[src/rtl/qos_retry_credit_engine.sv]
// QoS admission / retry / credit engine in front of a shared command pool.
// Admits requests under per-class quotas, queues retryable overflow per
// class, issues credit grants as capacity frees and reclaims stale credits.
// Ports:
//   clk, rst                      clock, synchronous active-high reset
//   req_*                         request handshake (vld/rdy, retry_ok,
//                                 granted, cls, src)
//   rsp_vld/rsp_retry/rsp_src     one-cycle response pulse
//   gnt_vld/gnt_rdy/gnt_src/cls   credit grant handshake
//   rel_vld/rel_cls               downstream release of one pool entry
//   pool_used, rty_used           occupancy (used+reserved), retry fill
//   err_underflow                 sticky release-underflow flag
// Optional: define RTY_AGE_PROMOTE_EN to let long-waiting FIFO heads be
// granted ahead of higher classes.
module qos_retry_credit_engine #(
    parameter int NUM_CLASS   = 4,
    parameter int SRC_W       = 4,
    parameter int POOL_DEPTH  = 32,
    parameter int RTY_DEPTH   = 16,
    parameter int RESERVE_NUM = 2,
    parameter int TIMEOUT_CYC = 64,
    localparam int CLS_W = (NUM_CLASS > 1) ? $clog2(NUM_CLASS) : 1,
    localparam int PU_W  = $clog2(POOL_DEPTH + 1),
    localparam int RU_W  = $clog2(RTY_DEPTH + 1)
) (
    input  logic             clk,
    input  logic             rst,
    input  logic             req_vld,
    output logic             req_rdy,
    input  logic             req_retry_ok,
    input  logic             req_granted,
    input  logic [CLS_W-1:0] req_cls,
    input  logic [SRC_W-1:0] req_src,
    output logic             rsp_vld,
    output logic             rsp_retry,
    output logic [SRC_W-1:0] rsp_src,
    output logic             gnt_vld,
    input  logic             gnt_rdy,
    output logic [SRC_W-1:0] gnt_src,
    output logic [CLS_W-1:0] gnt_cls,
    input  logic             rel_vld,
    input  logic [CLS_W-1:0] rel_cls,
    output logic [PU_W-1:0]  pool_used,
    output logic [RU_W-1:0]  rty_used,
    output logic             err_underflow
);

    localparam int PTR_W = (RTY_DEPTH > 1) ? $clog2(RTY_DEPTH) : 1;
    localparam int TM_W  = $clog2(TIMEOUT_CYC + 1);
    localparam logic [PU_W:0]    LIM_NR   = (PU_W+1)'(POOL_DEPTH);
    localparam logic [PU_W:0]    LIM_R    = (PU_W+1)'(POOL_DEPTH - RESERVE_NUM);
    localparam logic [RU_W-1:0]  RTY_MAX  = RU_W'(RTY_DEPTH);
    localparam logic [TM_W-1:0]  TM_LAST  = TM_W'(TIMEOUT_CYC - 1);
    localparam logic [PTR_W-1:0] PTR_LAST = PTR_W'(RTY_DEPTH - 1);

    function automatic logic [PU_W:0] quota(input int c);
        int q;
        q = POOL_DEPTH >> (NUM_CLASS - 1 - c);
        return (q < 1) ? (PU_W+1)'(1) : (PU_W+1)'(q);
    endfunction

    function automatic logic [PTR_W-1:0] nxt(input logic [PTR_W-1:0] p);
        return (p == PTR_LAST) ? '0 : p + 1'b1;
    endfunction

    logic [PU_W-1:0]  used_q [NUM_CLASS];
    logic [PU_W-1:0]  used_d [NUM_CLASS];
    logic [PU_W-1:0]  resv_q [NUM_CLASS];
    logic [PU_W-1:0]  resv_d [NUM_CLASS];
    logic [RU_W-1:0]  cnt_q  [NUM_CLASS];
    logic [RU_W-1:0]  cnt_d  [NUM_CLASS];
    logic [PTR_W-1:0] wp_q   [NUM_CLASS];
    logic [PTR_W-1:0] wp_d   [NUM_CLASS];
    logic [PTR_W-1:0] rp_q   [NUM_CLASS];
    logic [PTR_W-1:0] rp_d   [NUM_CLASS];
    logic [TM_W-1:0]  tmr_q  [NUM_CLASS];
    logic [TM_W-1:0]  tmr_d  [NUM_CLASS];
    logic [SRC_W-1:0] mem_q  [NUM_CLASS][RTY_DEPTH];

    logic             rsp_vld_q, rsp_retry_q, gnt_vld_q, err_q;
    logic [SRC_W-1:0] rsp_src_q, gnt_src_q;
    logic [CLS_W-1:0] gnt_cls_q;

    logic [PU_W:0]    t_sum, occ_r, t_g;
    logic [RU_W-1:0]  r_sum;
    logic             cls_room, room_nr, room_r, has_resv;
    logic             adm_ok, q_ok, admit, push, consume, new_adm;
    logic             gnt_free, gnt_go, under;
    logic [CLS_W-1:0] sel;
    logic [NUM_CLASS-1:0] g_room, pop, expire, promo;
    logic [NUM_CLASS-1:0] adm_hit, cons_hit, rel_hit, push_hit;

`ifdef RTY_AGE_PROMOTE_EN
    localparam int AG_W = $clog2(2 * TIMEOUT_CYC + 1);
    localparam logic [AG_W-1:0] AG_MAX = AG_W'(2 * TIMEOUT_CYC);
    logic [AG_W-1:0] age_q [NUM_CLASS];
    logic [AG_W-1:0] age_d [NUM_CLASS];

    for (genvar g = 0; g < NUM_CLASS; g++) begin : g_promo
        assign promo[g] = (age_q[g] >= AG_MAX);
    end

    // Head age restarts whenever the head changes or the FIFO is empty.
    always_comb begin
        for (int c = 0; c < NUM_CLASS; c++) begin
            age_d[c] = age_q[c];
            if (cnt_q[c] == '0 || pop[c]) age_d[c] = '0;
            else if (age_q[c] < AG_MAX)   age_d[c] = age_q[c] + 1'b1;
        end
    end

    always_ff @(posedge clk) begin
        if (rst) age_q <= '{default: '0};
        else     age_q <= age_d;
    end
`else
    assign promo = '0;
`endif

    always_comb begin
        t_sum = '0;
        r_sum = '0;
        for (int c = 0; c < NUM_CLASS; c++) begin
            t_sum = t_sum + (PU_W+1)'(used_q[c]) + (PU_W+1)'(resv_q[c]);
            r_sum = r_sum + cnt_q[c];
        end
        occ_r    = (PU_W+1)'(used_q[req_cls]) + (PU_W+1)'(resv_q[req_cls]);
        cls_room = occ_r < quota(int'(req_cls));
        room_nr  = cls_room && (t_sum < LIM_NR);
        room_r   = cls_room && (t_sum < LIM_R);
        has_resv = req_granted && (resv_q[req_cls] != '0);
        adm_ok   = 1'b0;
        q_ok     = 1'b0;
        if (has_resv) begin
            adm_ok = 1'b1;
        end else if (!req_retry_ok) begin
            adm_ok = room_nr;
        end else begin
            // Never bypass sources already waiting in this class.
            adm_ok = room_r && (cnt_q[req_cls] == '0);
            q_ok   = !adm_ok && (r_sum < RTY_MAX);
        end
        admit   = req_vld && adm_ok;
        push    = req_vld && q_ok;
        consume = admit && has_resv;
        new_adm = admit && !has_resv;
        under   = rel_vld && (used_q[rel_cls] == '0);

        // Same-cycle new admission takes the last slot before a grant.
        gnt_free = !gnt_vld_q || gnt_rdy;
        t_g      = t_sum + (PU_W+1)'(new_adm);
        gnt_go   = 1'b0;
        sel      = '0;
        for (int c = 0; c < NUM_CLASS; c++) begin
            g_room[c] = (cnt_q[c] != '0) && (t_g < LIM_R) &&
                        ((PU_W+1)'(used_q[c]) + (PU_W+1)'(resv_q[c]) +
                         (PU_W+1)'(new_adm && req_cls == CLS_W'(c))
                         < quota(c));
            if (g_room[c]) begin
                sel    = CLS_W'(c);
                gnt_go = 1'b1;
            end
        end
        for (int c = 0; c < NUM_CLASS; c++) begin
            if (g_room[c] && promo[c]) sel = CLS_W'(c);
        end
        pop = '0;
        if (gnt_go && gnt_free) pop[sel] = 1'b1;

        for (int c = 0; c < NUM_CLASS; c++) begin
            adm_hit[c]  = admit && (req_cls == CLS_W'(c));
            cons_hit[c] = consume && (req_cls == CLS_W'(c));
            push_hit[c] = push && (req_cls == CLS_W'(c));
            rel_hit[c]  = rel_vld && (rel_cls == CLS_W'(c)) &&
                          (used_q[c] != '0);
            // A consume already clears the timer, so it suppresses expiry.
            expire[c]   = (resv_q[c] != '0) && (tmr_q[c] == TM_LAST) &&
                          !cons_hit[c];
            used_d[c] = used_q[c] + PU_W'(adm_hit[c]) - PU_W'(rel_hit[c]);
            resv_d[c] = resv_q[c] + PU_W'(pop[c]) - PU_W'(cons_hit[c])
                        - PU_W'(expire[c]);
            if (resv_q[c] == '0 || cons_hit[c] || expire[c])
                tmr_d[c] = '0;
            else
                tmr_d[c] = tmr_q[c] + 1'b1;
            cnt_d[c] = cnt_q[c] + RU_W'(push_hit[c]) - RU_W'(pop[c]);
            wp_d[c]  = push_hit[c] ? nxt(wp_q[c]) : wp_q[c];
            rp_d[c]  = pop[c] ? nxt(rp_q[c]) : rp_q[c];
        end
    end

    always_ff @(posedge clk) begin
        if (push) mem_q[req_cls][wp_q[req_cls]] <= req_src;
    end

    always_ff @(posedge clk) begin
        if (rst) begin
            used_q      <= '{default: '0};
            resv_q      <= '{default: '0};
            cnt_q       <= '{default: '0};
            wp_q        <= '{default: '0};
            rp_q        <= '{default: '0};
            tmr_q       <= '{default: '0};
            rsp_vld_q   <= 1'b0;
            rsp_retry_q <= 1'b0;
            rsp_src_q   <= '0;
            gnt_vld_q   <= 1'b0;
            gnt_src_q   <= '0;
            gnt_cls_q   <= '0;
            err_q       <= 1'b0;
        end else begin
            used_q      <= used_d;
            resv_q      <= resv_d;
            cnt_q       <= cnt_d;
            wp_q        <= wp_d;
            rp_q        <= rp_d;
            tmr_q       <= tmr_d;
            rsp_vld_q   <= admit || push;
            rsp_retry_q <= push;
            if (admit || push) rsp_src_q <= req_src;
            err_q       <= err_q || under;
            if (gnt_free) begin
                gnt_vld_q <= gnt_go;
                if (gnt_go) begin
                    gnt_src_q <= mem_q[sel][rp_q[sel]];
                    gnt_cls_q <= sel;
                end
            end
        end
    end

    assign req_rdy       = adm_ok || q_ok;
    assign rsp_vld       = rsp_vld_q;
    assign rsp_retry     = rsp_retry_q;
    assign rsp_src       = rsp_src_q;
    assign gnt_vld       = gnt_vld_q;
    assign gnt_src       = gnt_src_q;
    assign gnt_cls       = gnt_cls_q;
    assign pool_used     = t_sum[PU_W-1:0];
    assign rty_used      = r_sum;
    assign err_underflow = err_q;

endmodule

[config.mk]
export PLATFORM = sky130hd
export DESIGN_NAME = qos_retry_credit_engine
export DESIGN_NICKNAME = d
export VERILOG_FILES = /design/src/rtl/qos_retry_credit_engine.sv
export SDC_FILE = /design/constraint.sdc
export NUM_CORES = 1
export LEC_CHECK = 0
export ABC_CLOCK_PERIOD_IN_PS = 19960
export CAP_MARGIN = 20
export CORE_UTILIZATION = 50
export DETAILED_ROUTE_END_ITERATION = 16
export PLACE_DENSITY = 0.66
export SYNTH_ARGS = -nofsm -noshare
export SYNTH_HDL_FRONTEND = slang
export SYNTH_SLANG_ARGS = --single-unit
[constraint.sdc]
create_clock -name clk -period 19.96 [get_ports clk]
set_input_delay 3.992 -clock clk [delete_from_list [all_inputs] [get_ports clk]]
set_output_delay 3.992 -clock clk [all_outputs]
set_load 0.05 [all_outputs]
==> results.ini <==
[run_status]
outcome = completed

[logic_synthesis]
syn_nets = 2065
synth_xor_area_share_pct = 4.057
ys.flop_type = edfxtp_1
synth_edf_count = 256
synth_top_family_by_area = adder cells
synth_area_mm2 = 0.02079
seq_area_frac_synth_pct = 50.66
async_flop_share_pct = 0
syn-instance-count = 1854
yosys.area_share.simple_pct = 11.96
synth_compound_area_share_pct = 10.87
ys_types = 81
synthMuxAreaShare_pct = 4.689
avgSynthCellArea_um2 = 11.21
synthAdderAreaFrac_pct = 13.57
ys_warn_count = 0
ys_ff_latch = 398

[sta]
finalSetupViolations = 0
slew_viol_final = 0
period_minus_slack_ps = 13000
period_share_pct = 65.13
relSlewSlack_pct = 37.58
worstMarginPinSlew_ps = 936.3
hold_viol_final = 0
tns_ps = 0
fin_skew_ps = 31.48
rsz0062_at_grt = no
timing.fmax_ghz = 0.07692

[final_layout]
nFillCells = 3433
final_cell_mix = 269 x nor2_1, 256 x edfxtp_1, 147 x ha_1
drive_gt1_share_pct = 7.417
syn2layout_area_growth_pct = 11.70
n_antenna_cell = 0
fin_nets = 2106
layout_commonest_cell = nor2_1

[clocking]
insertion_delay_ps = 580
clkSinkCount = 398
ctsRootBufferMaster = clkbuf_16
cts_hold_buf = 0
cts_tree = yes
cts_buffers = 44
cts_buffer_depth = 3
cts.repair.resized = 0
h-tree-depth = 2
cts_setup_buffers = 0
cts.clk_slew.worst_paths_ps = 60

[worst_setup_path]
start_kind = input port
r2r_slack_ps = 10660
r2r-end = cnt_q[9]$_SDFF_PP0_
worst_r2r_path_depth = 37
reg2reg_from = used_q[2]$_SDFF_PP0_
cp.required_ps = 15970
critPathMaxFanout = 25
cp-end-kind = primary output
crit_type = in -> out
worstPathArrival_ps = 9010

[grt]
antenna_found_initial = 0
grt_pass1_wl_um = 82830
track_usage_pct = 25.95
grt_overflow = 0
grt_pass1_vias = 14224
grt_max_degree = 77

[hold_path]
hold_depth = 1
holdPathEnd = tmr_q[7]$_SDFF_PP0_
hold_start = tmr_q[7]$_SDFF_PP0_
hp-class = reg -> reg

[detailed_routing]
viasPerCell = 5.874
drt-initial-drc-count = 1226
ant_nets = 0
wl_per_cell_um = 21.77
drc_errors = 0
num_vias = 14451
dr.pass1.iters = 5
finalWirelength_um = 53560

[run]
cap_violations = 0

[floorplanning]
die_area_mm2 = 0.04239
ios = 41
rows = 74
core_area_mm2 = 0.04092
start_util_pct = 50.79
dieWidth_um = 205.9
die_height_um = 205.9

[placed_design]
gp_congestion = 0.8834
portBuffers = 40
hpwl_um = 36390

==> cell families after synthesis <==
logic type,Yosys count
xor gates and xnor gates,93
buffers and inverters,216
AOI/OAI and AO/OA,324
adders and majority gates,196
and+or+nand+nor,550
muxes,77
DFF,398
==> routing by layer <==
metal	vias to the layer above	global-route usage [%]	share of wire (%)
met5	-	0	0
li1	6741	-	-
met3	77	6.149	9.1
met1	7075	36.98	44
met4	0	7.432	2.1
met2	558	39.41	44
==> registers in the layout (all words and copies together), names as in the netlist, 2 cells and up <==
signal   cells
cnt_q       20
gnt_cls      2
gnt_src      4
mem_q      256
resv_q      24
rp_q        16
rsp_src      4
tmr_q       28
used_q      24
wp_q        16
==> metrics by stage <==
stage	cell area, um2	util (%)	instances	hold WS [ps]	worst slack (ps)
2_1_floorplan	20790	-	1854	413.2	7873
3_3_place_gp	21720	53.08	2379	425.2	6984
3_5_place_dp	21720	53.08	2379	437.3	7012
4_1_cts	23200	56.68	2458	449.1	6977
5_1_grt	23220	56.73	2460	463.5	6728
6_report	23220	56.73	2460	446.2	6960
==> worst max-delay path by stage <==
stage	start	endpoint
floorplan	req_cls[0]	req_rdy
global placement	req_cls[0]	req_rdy
detailed placement	req_cls[0]	req_rdy
CTS	req_cls[0]	req_rdy
global route	req_cls[0]	req_rdy
finish	req_cls[0]	req_rdy
==> cells in the mapped netlist, drive strengths merged, types with 30 or more instances <==
master | instances | area, um2
nor2 | 270 | 1013
edfxtp | 256 | 7687
ha | 147 | 1839
dfxtp | 142 | 2843
inv | 142 | 533.0
nand2 | 113 | 424.2
a21oi | 88 | 440.4
mux2i | 58 | 580.6
fa | 49 | 980.9
xnor2 | 49 | 429.2
xor2 | 42 | 367.9
clkbuf | 40 | 150.1
a211oi | 34 | 270.3
buf | 33 | 185.2
o21ai | 30 | 150.1
==> worst max-delay path, stage by stage <==
cell	delay, ps
clkdlybuf4s50_1	450
buf_4	360
mux4_2	610
ha_1	310
a21o_1	170
a21oi_1	250
o21bai_1	100
a21oi_1	200
xnor2_1	90
ha_1	190
a211oi_1	200
nand2_1	90
a311oi_1	440
buf_4	250
and3_1	220
a21oi_1	110
nand2_1	120
clkdlybuf4s50_1	810
==> area by class of cell <==
type	instances	area [um2]	area share (%)
Inverter	143	536.8	2.312
Timing Repair Buffer	68	593.1	2.554
Tap cell	532	665.6	2.867
Clock inverter	24	289.0	1.245
Multi-Input combinational cell	1240	9419	40.57
Sequential cell	398	10530	45.35
Clock buffer	55	1184	5.098
Power is left out: the tool's default activity adds up to more than one toggle a clock period on the data nets, which glitch-free logic cannot reach.
